**src/rtl/spi_ram_pkg.sv**
```systemverilog
// Shared types and constants for the parametrised SPI slave + RAM.
//   state_t  : framing FSM states
//   CMD_*    : 2-bit command codes carried after the R/W bit
//   pw_of()  : payload width = max(ADDR_WIDTH, DATA_WIDTH)
package spi_ram_pkg;

  typedef enum logic [2:0] {
    IDLE,
    CHK_CMD,
    WRITE,
    READ_ADD,
    READ_DATA
  } state_t;

  localparam logic [1:0] CMD_WR_ADDR = 2'b00;
  localparam logic [1:0] CMD_WR_DATA = 2'b01;
  localparam logic [1:0] CMD_RD_ADDR = 2'b10;
  localparam logic [1:0] CMD_RD_DATA = 2'b11;

  function automatic int pw_of(input int aw, input int dw);
    return (aw > dw) ? aw : dw;
  endfunction

endpackage

```
**src/rtl/spi_ram_if.sv**
```systemverilog
// SPI pin bundle.
//   SS_n : slave select, active low (master -> slave)
//   MOSI : serial data in, MSB first (master -> slave)
//   MISO : serial data out, MSB first (slave -> master)
interface spi_ram_if;
  logic SS_n;
  logic MOSI;
  logic MISO;

  modport master (output SS_n, output MOSI, input MISO);
  modport slave  (input SS_n, input MOSI, output MISO);
endinterface

```
**src/rtl/spi_ram_mem.sv**
```systemverilog
// RAM and address registers behind the SPI slave.
//   clk, rst_n    : clock, async active-low reset (RAM array is not reset)
//   din[PW+1:0]   : {cmd[1:0], payload[PW-1:0]} from the rx shifter
//   rx_valid      : one-cycle strobe, din holds a complete accepted frame
//   dout          : read data (all zeros for out-of-range addresses)
//   tx_valid      : one-cycle strobe, dout freshly loaded by a read
//   rd_addr_valid : a read address has been set and not yet consumed
// Optional feature: SPI_ADDR_AUTO_INC_EN -- post-increment wr_addr on each
// data write and rd_addr on each data read (wrapping at MEM_DEPTH-1), and
// keep rd_addr_valid set so reads can be issued back to back.
module spi_ram_mem
  import spi_ram_pkg::*;
#(
  parameter int ADDR_WIDTH = 8,
  parameter int DATA_WIDTH = 8,
  parameter int MEM_DEPTH  = 256,
  parameter int PW         = 8
) (
  input  logic                  clk,
  input  logic                  rst_n,
  input  logic [PW+1:0]         din,
  input  logic                  rx_valid,
  output logic [DATA_WIDTH-1:0] dout,
  output logic                  tx_valid,
  output logic                  rd_addr_valid
);

  localparam int AW1 = ADDR_WIDTH + 1;
  localparam int IW  = (MEM_DEPTH > 1) ? $clog2(MEM_DEPTH) : 1;

  logic [DATA_WIDTH-1:0] mem [MEM_DEPTH];
  logic [ADDR_WIDTH-1:0] wr_addr, rd_addr;
  logic [1:0]            cmd;
  logic                  unused_din;

  assign cmd = din[PW+1:PW];
  // Payload MSBs above the address/data width are deliberately ignored.
  assign unused_din = ^din;

  function automatic logic in_range(input logic [ADDR_WIDTH-1:0] a);
    return {1'b0, a} < AW1'(MEM_DEPTH);
  endfunction

  // Out-of-range addresses also fall back to 0 so a burst re-enters the RAM.
  function automatic logic [ADDR_WIDTH-1:0] addr_inc(input logic [ADDR_WIDTH-1:0] a);
    if ({1'b0, a} >= AW1'(MEM_DEPTH - 1)) return '0;
    return a + ADDR_WIDTH'(1);
  endfunction

  always_ff @(posedge clk) begin
    if (rx_valid && cmd == CMD_WR_DATA && in_range(wr_addr))
      mem[wr_addr[IW-1:0]] <= din[DATA_WIDTH-1:0];
  end

  always_ff @(posedge clk or negedge rst_n) begin
    if (!rst_n) begin
      wr_addr       <= '0;
      rd_addr       <= '0;
      rd_addr_valid <= 1'b0;
      dout          <= '0;
      tx_valid      <= 1'b0;
    end else begin
      tx_valid <= 1'b0;
      if (rx_valid) begin
        case (cmd)
          CMD_WR_ADDR: wr_addr <= din[ADDR_WIDTH-1:0];
          CMD_WR_DATA: begin
`ifdef SPI_ADDR_AUTO_INC_EN
            wr_addr <= addr_inc(wr_addr);
`endif
          end
          CMD_RD_ADDR: begin
            rd_addr       <= din[ADDR_WIDTH-1:0];
            rd_addr_valid <= 1'b1;
          end
          default: begin
            dout     <= in_range(rd_addr) ? mem[rd_addr[IW-1:0]] : '0;
            tx_valid <= 1'b1;
`ifdef SPI_ADDR_AUTO_INC_EN
            rd_addr <= addr_inc(rd_addr);
`else
            rd_addr_valid <= 1'b0;
`endif
          end
        endcase
      end
    end
  end

endmodule

```
**src/rtl/spi_slave_ram_param.sv**
```systemverilog
// Parametrised SPI slave fronting a single-port RAM.
//   clk, rst_n : system clock (rising edge), async active-low reset
//   bus        : spi_ram_if.slave (SS_n, MOSI in; MISO out)
// Frame: R/W bit, 2 cmd bits, PW payload bits, MSB first, one bit per clk
// while SS_n is low. Read data streams out on MISO two cycles after the
// last frame bit. Optional feature macro: SPI_ADDR_AUTO_INC_EN (see
// spi_ram_mem).
module spi_slave_ram_param
  import spi_ram_pkg::*;
#(
  parameter int ADDR_WIDTH = 8,
  parameter int DATA_WIDTH = 8,
  parameter int MEM_DEPTH  = 256
) (
  input logic     clk,
  input logic     rst_n,
  spi_ram_if.slave bus
);

  localparam int PW = pw_of(ADDR_WIDTH, DATA_WIDTH);
  localparam int CW = $clog2(PW + 3);
  localparam int TW = $clog2(DATA_WIDTH + 1);
  localparam logic [CW-1:0] LAST_CNT = CW'(PW + 1);
  localparam logic [TW-1:0] TX_LOAD  = TW'(DATA_WIDTH - 1);

  state_t                state, state_nx;
  logic [PW+1:0]         rx_shift;
  logic [CW-1:0]         bit_cnt;
  logic                  frame_done;
  logic                  rx_valid;
  logic [DATA_WIDTH-1:0] dout, tx_shift;
  logic                  tx_valid;
  logic [TW-1:0]         tx_cnt;
  logic                  miso_q;
  logic                  rd_addr_valid;

  // FSM
  always_ff @(posedge clk or negedge rst_n) begin
    if (!rst_n) state <= IDLE;
    else        state <= state_nx;
  end

  always_comb begin
    state_nx = state;
    if (bus.SS_n) begin
      state_nx = IDLE;
    end else begin
      case (state)
        IDLE:    state_nx = CHK_CMD;
        CHK_CMD: state_nx = bus.MOSI ? (rd_addr_valid ? READ_DATA : READ_ADD) : WRITE;
        default: state_nx = state;
      endcase
    end
  end

  // Receive: shift cmd + payload; once the frame is complete, ignore MOSI
  // until SS_n rises. The first cmd bit must agree with the R/W path
  // (0x on writes, 1x on reads), otherwise the frame is dropped.
  always_ff @(posedge clk or negedge rst_n) begin
    if (!rst_n) begin
      rx_shift   <= '0;
      bit_cnt    <= '0;
      frame_done <= 1'b0;
      rx_valid   <= 1'b0;
    end else begin
      rx_valid <= 1'b0;
      if (bus.SS_n || state == IDLE || state == CHK_CMD) begin
        bit_cnt    <= '0;
        frame_done <= 1'b0;
      end else if (!frame_done) begin
        rx_shift <= {rx_shift[PW:0], bus.MOSI};
        bit_cnt  <= bit_cnt + CW'(1);
        if (bit_cnt == LAST_CNT) begin
          frame_done <= 1'b1;
          rx_valid   <= (rx_shift[PW] == (state != WRITE));
        end
      end
    end
  end

  // Transmit: tx_valid arrives one cycle after the RAM read; MSB goes out
  // immediately, the rest follow one per clock, then MISO idles low.
  always_ff @(posedge clk or negedge rst_n) begin
    if (!rst_n) begin
      miso_q   <= 1'b0;
      tx_shift <= '0;
      tx_cnt   <= '0;
    end else if (bus.SS_n) begin
      miso_q <= 1'b0;
      tx_cnt <= '0;
    end else if (tx_valid) begin
      miso_q   <= dout[DATA_WIDTH-1];
      tx_shift <= dout << 1;
      tx_cnt   <= TX_LOAD;
    end else if (tx_cnt != '0) begin
      miso_q   <= tx_shift[DATA_WIDTH-1];
      tx_shift <= tx_shift << 1;
      tx_cnt   <= tx_cnt - TW'(1);
    end else begin
      miso_q <= 1'b0;
    end
  end

  assign bus.MISO = miso_q;

  spi_ram_mem #(
    .ADDR_WIDTH (ADDR_WIDTH),
    .DATA_WIDTH (DATA_WIDTH),
    .MEM_DEPTH  (MEM_DEPTH),
    .PW         (PW)
  ) u_mem (
    .clk           (clk),
    .rst_n         (rst_n),
    .din           (rx_shift),
    .rx_valid      (rx_valid),
    .dout          (dout),
    .tx_valid      (tx_valid),
    .rd_addr_valid (rd_addr_valid)
  );

endmodule
```
**src/flat_wrapper.sv**
```systemverilog
// flat-port wrapper written by rule: the top's interface ports become plain ports
module spi_slave_ram_param_flat import spi_ram_pkg::*;
#(
  parameter int ADDR_WIDTH = 8,
  parameter int DATA_WIDTH = 8,
  parameter int MEM_DEPTH  = 256
)
  (clk, rst_n, bus_SS_n, bus_MOSI, bus_MISO);
  spi_ram_if bus_i ();
  input logic clk;
  input logic rst_n;
  input wire logic [$bits(bus_i.SS_n)-1:0] bus_SS_n;
  input wire logic [$bits(bus_i.MOSI)-1:0] bus_MOSI;
  output wire logic [$bits(bus_i.MISO)-1:0] bus_MISO;
  assign bus_i.SS_n = bus_SS_n;
  assign bus_i.MOSI = bus_MOSI;
  assign bus_MISO = bus_i.MISO;
  spi_slave_ram_param #(.ADDR_WIDTH(ADDR_WIDTH), .DATA_WIDTH(DATA_WIDTH), .MEM_DEPTH(MEM_DEPTH)) u_core (.clk(clk), .rst_n(rst_n), .bus(bus_i));
endmodule
```
**config.mk**
```make
export PLATFORM = sky130hd
export DESIGN_NAME = spi_slave_ram_param_flat
export DESIGN_NICKNAME = d
export VERILOG_FILES = /design/src/rtl/spi_ram_pkg.sv /design/src/rtl/spi_ram_if.sv /design/src/rtl/spi_ram_mem.sv /design/src/rtl/spi_slave_ram_param.sv /design/src/flat_wrapper.sv
export SDC_FILE = /design/constraint.sdc
export NUM_CORES = 2
export LEC_CHECK = 0
export CAP_MARGIN = 10
export CORE_MARGIN = 2
export CORE_UTILIZATION = 50
export DETAILED_ROUTE_END_ITERATION = 7
export PLACE_DENSITY = 0.66
export SETUP_SLACK_MARGIN = 0.05
export SLEW_MARGIN = 40
export SYNTH_ARGS = -nofsm -noshare
export SYNTH_HDL_FRONTEND = slang
export SYNTH_SLANG_ARGS = --single-unit
```
**constraint.sdc**
```tcl
create_clock -name clk -period 5.5 [get_ports clk]
set_clock_uncertainty 0.2 [all_clocks]
set_input_delay 1.1 -clock clk [delete_from_list [all_inputs] [get_ports clk]]
set_output_delay 1.1 -clock clk [all_outputs]
set_load 0.02 [all_outputs]
```
==> impl_metrics.toml <==
[floorplanning]
ios = 5
core_area_mm2 = 0.163
start_util_pct = 50.4
die_x_um = 410
die_h_um = 410
die_area_mm2 = 0.168
rows = 148

[critical_path]
startpoint_type = "flop"
path_max_fanout = 30
crit_path_end_kind = "flop"
worstPathRequired_ns = 6.04
cp.arrival_ns = 4.74
worst-setup-path-type = "reg -> reg"

[clock_tree]
clk_pin_slew_worst_paths_ns = 0.06
cts_hold_buf = 1
h-tree-depth = 4
cts_setup_buffers = 0
cts-resized-gates = 0
cts_root_buf = "clkbuf_16"
insertion_delay_ns = 0.87
cts_inserted_buffers = 206
cts_buffer_depth = 3
clock_sinks = 2105
cts_tree = "done"

[cells_and_area]
fin_cells = 6527
layout_commonest_cell = "edfxtp_1"
mostFrequentLayoutCells = "2048 x edfxtp_1, 362 x mux4_2, 292 x mux2i_1"
drive_gt1_share_pct = 22.8
nets = 4189
syn_to_final_growth_pct = 11.2

[logic_synthesis]
yosysWarningCount = 0
async_reset_ff_share_pct = 2.71
synth_seq_cells = 2105
synthFlopType = "edfxtp_1"
synth.net_count = 4103
synthCells = 4096
synth.distinct_cells = 65
yosysSeqAreaShare_pct = 76.5
synth.avg_cell_area_um2 = 20.1
synth_edf_count = 2048
syn-cell-area_mm2 = 0.0823

[sta]
hold_viol_final = 0
final.setup.tns_ns = 0
finalSetupViolCount = 0
period_share_pct = 76.4
drv_slew = 0
slew_headroom_pct = 34.8
rsz0062_at_grt = "false"
tightestPinTransition_ns = 0.977
period_needed_ns = 4.20
fmax_mhz = 238

[run_status]
outcome = "finished clean"

[drt]
drtIter0Drc = 5539
wire_per_inst_um = 31.8
via_per_inst = 6.39
dr.pass1.iters = 5
wl_mm = 207
via_count = 41700
post-route-drc-count = 0
drtAntennaViolNets = 0

[global_route]
grt_max_degree = 158
grt_pass1_wl_mm = 298
antenna_found_initial = 3
track_usage_pct = 24.7
grt.overflow.total = 0
grt_pass1_vias = 41000

[place]
place_congestion = 0.901
dp_hpwl_mm = 127
dp_cells = 6146
portBuffers = 4

[job]
cap_viol_max_count = 0

[power]
ir_worst_vdd_uv = 614
power_density_mw_per_mm2 = 389
p_leak_nw = 27.2

[min_path]
hold_path.class = "reg -> reg"
## registers in the layout, indices dropped and copies added (netlist names)
register,count
u_core.u_mem.mem,2048
u_core.rx_shift,10
u_core.u_mem.dout,8
u_core.u_mem.rd_addr,8
u_core.u_mem.wr_addr,8
u_core.tx_shift,7
u_core.bit_cnt,4
u_core.tx_cnt,4
u_core.state,3
u_core.bus.MISO,1
u_core.frame_done,1
u_core.rx_valid,1
u_core.u_mem.rd_addr_valid,1
u_core.u_mem.tx_valid,1
## stage by stage
| step | total power, mW | worst slack, ns | cell area [um2] | hold slack, ns | util (%) |
|---|---|---|---|---|---|
| 2_1_floorplan | 21.6 | 1.28 | 82300 | 0.256 | - |
| 3_3_place_gp | 22.4 | 0.656 | 84500 | 0.280 | 51.8 |
| 3_5_place_dp | 22.6 | 1.36 | 84900 | 0.293 | 52.0 |
| 4_1_cts | 35.8 | 1.33 | 91200 | 0.306 | 55.9 |
| 5_1_grt | 36.6 | 1.29 | 91500 | 0.347 | 56.1 |
| 6_report | 35.6 | 1.30 | 91500 | 0.308 | 56.1 |
## worst max-delay path: stages (launching register included)
cell       delay [ns]
dfrtp_4          0.64
buf_4            0.51
or3b_1           0.76
o22ai_1          0.21
a211oi_1         0.49
a22oi_1          0.16
a21oi_1          0.52
a2111oi_2        0.06
buf_2            0.22
a211o_1          0.28
## routing by layer
| metal | global-route usage [%] | vias to the layer above | wire length, um |
|---|---|---|---|
| met4 | 9.48 | 0 | 8020 |
| met5 | 0 | - | 0 |
| li1 | - | 17100 | - |
| met3 | 4.77 | 386 | 18300 |
| met2 | 37.8 | 2125 | 97200 |
| met1 | 35.4 | 22100 | 83900 |
## cell type report
cell class              count  area (um2)
multi-input cells        1732       18100
inverters                   9        38.8
flip-flops and latches   2105       63000
fillers                 11900       71600
diodes                      1        2.50
repair buffers            128        1330
well taps                2175        2720
clock inverters           116         926
clock buffers             261        5430
## Yosys cell counts (all sizes together), types with 9 or more instances
master,n,share of area (%)
nor3,23,0.15
nor4,15,0.11
a22oi,65,0.59
a31oi,18,0.14
mux2,27,0.37
dfrtp,57,1.7
a21oi,54,0.33
nand4,16,0.12
buf,143,1.6
clkbuf,106,0.49
nor2,303,1.4
nand3,47,0.29
edfxtp,2048,75
o21ai,34,0.21
o221ai,45,0.50
nand2,124,0.57
o22ai,121,0.92
a2111oi,9,0.10
mux2i,292,3.6
nor2b,12,0.091
a211oi,55,0.50
mux4,382,11
inv,9,0.041
## worst paths after layout
| check | slack, ns | endpoint | cells past startpoint | start |
|---|---|---|---|---|
| max | 1.30 | u_core.u_mem.dout[1]$_DFFE_PN0P_ | 9 | u_core.u_mem.rd_addr[4]$_DFFE_PN0P_ |
| min | 0.31 | u_core.u_mem.dout[5]$_DFFE_PN0P_ | 1 | u_core.u_mem.dout[5]$_DFFE_PN0P_ |
| max reg2reg | 1.30 | u_core.u_mem.dout[1]$_DFFE_PN0P_ | 9 | u_core.u_mem.rd_addr[4]$_DFFE_PN0P_ |
| min reg2reg | 0.31 | u_core.u_mem.dout[5]$_DFFE_PN0P_ | 1 | u_core.u_mem.dout[5]$_DFFE_PN0P_ |
| max in group asynchronous | 3.51 | u_core.u_mem.rd_addr[0]$_DFFE_PN0P_ | 3 | rst_n |
| min in group asynchronous | 0.54 | u_core.bit_cnt[0]$_DFFE_PN0P_ | 2 | rst_n |
## kinds of logic after synthesis
logic type | after synthesis | share of synthesized area, %
mux | 701 | 14.5
fa+ha+maj | 3 | 0.0456
xor+xnor | 6 | 0.0639
simple gates | 588 | 3.13
buf+inv | 259 | 2.15
flops | 2105 | 76.5
compound gates | 434 | 3.64
## where the power goes
part | internal, mW | total [mW] | switching [mW] | leakage [nW]
Clock | 7.38 | 13.4 | 5.99 | 3.12
Combinational | 0.283 | 2.28 | 2.00 | 4.85
Sequential | 19.6 | 20.0 | 0.327 | 19.3
No activity file was read; power rests on OpenSTA's default activity.
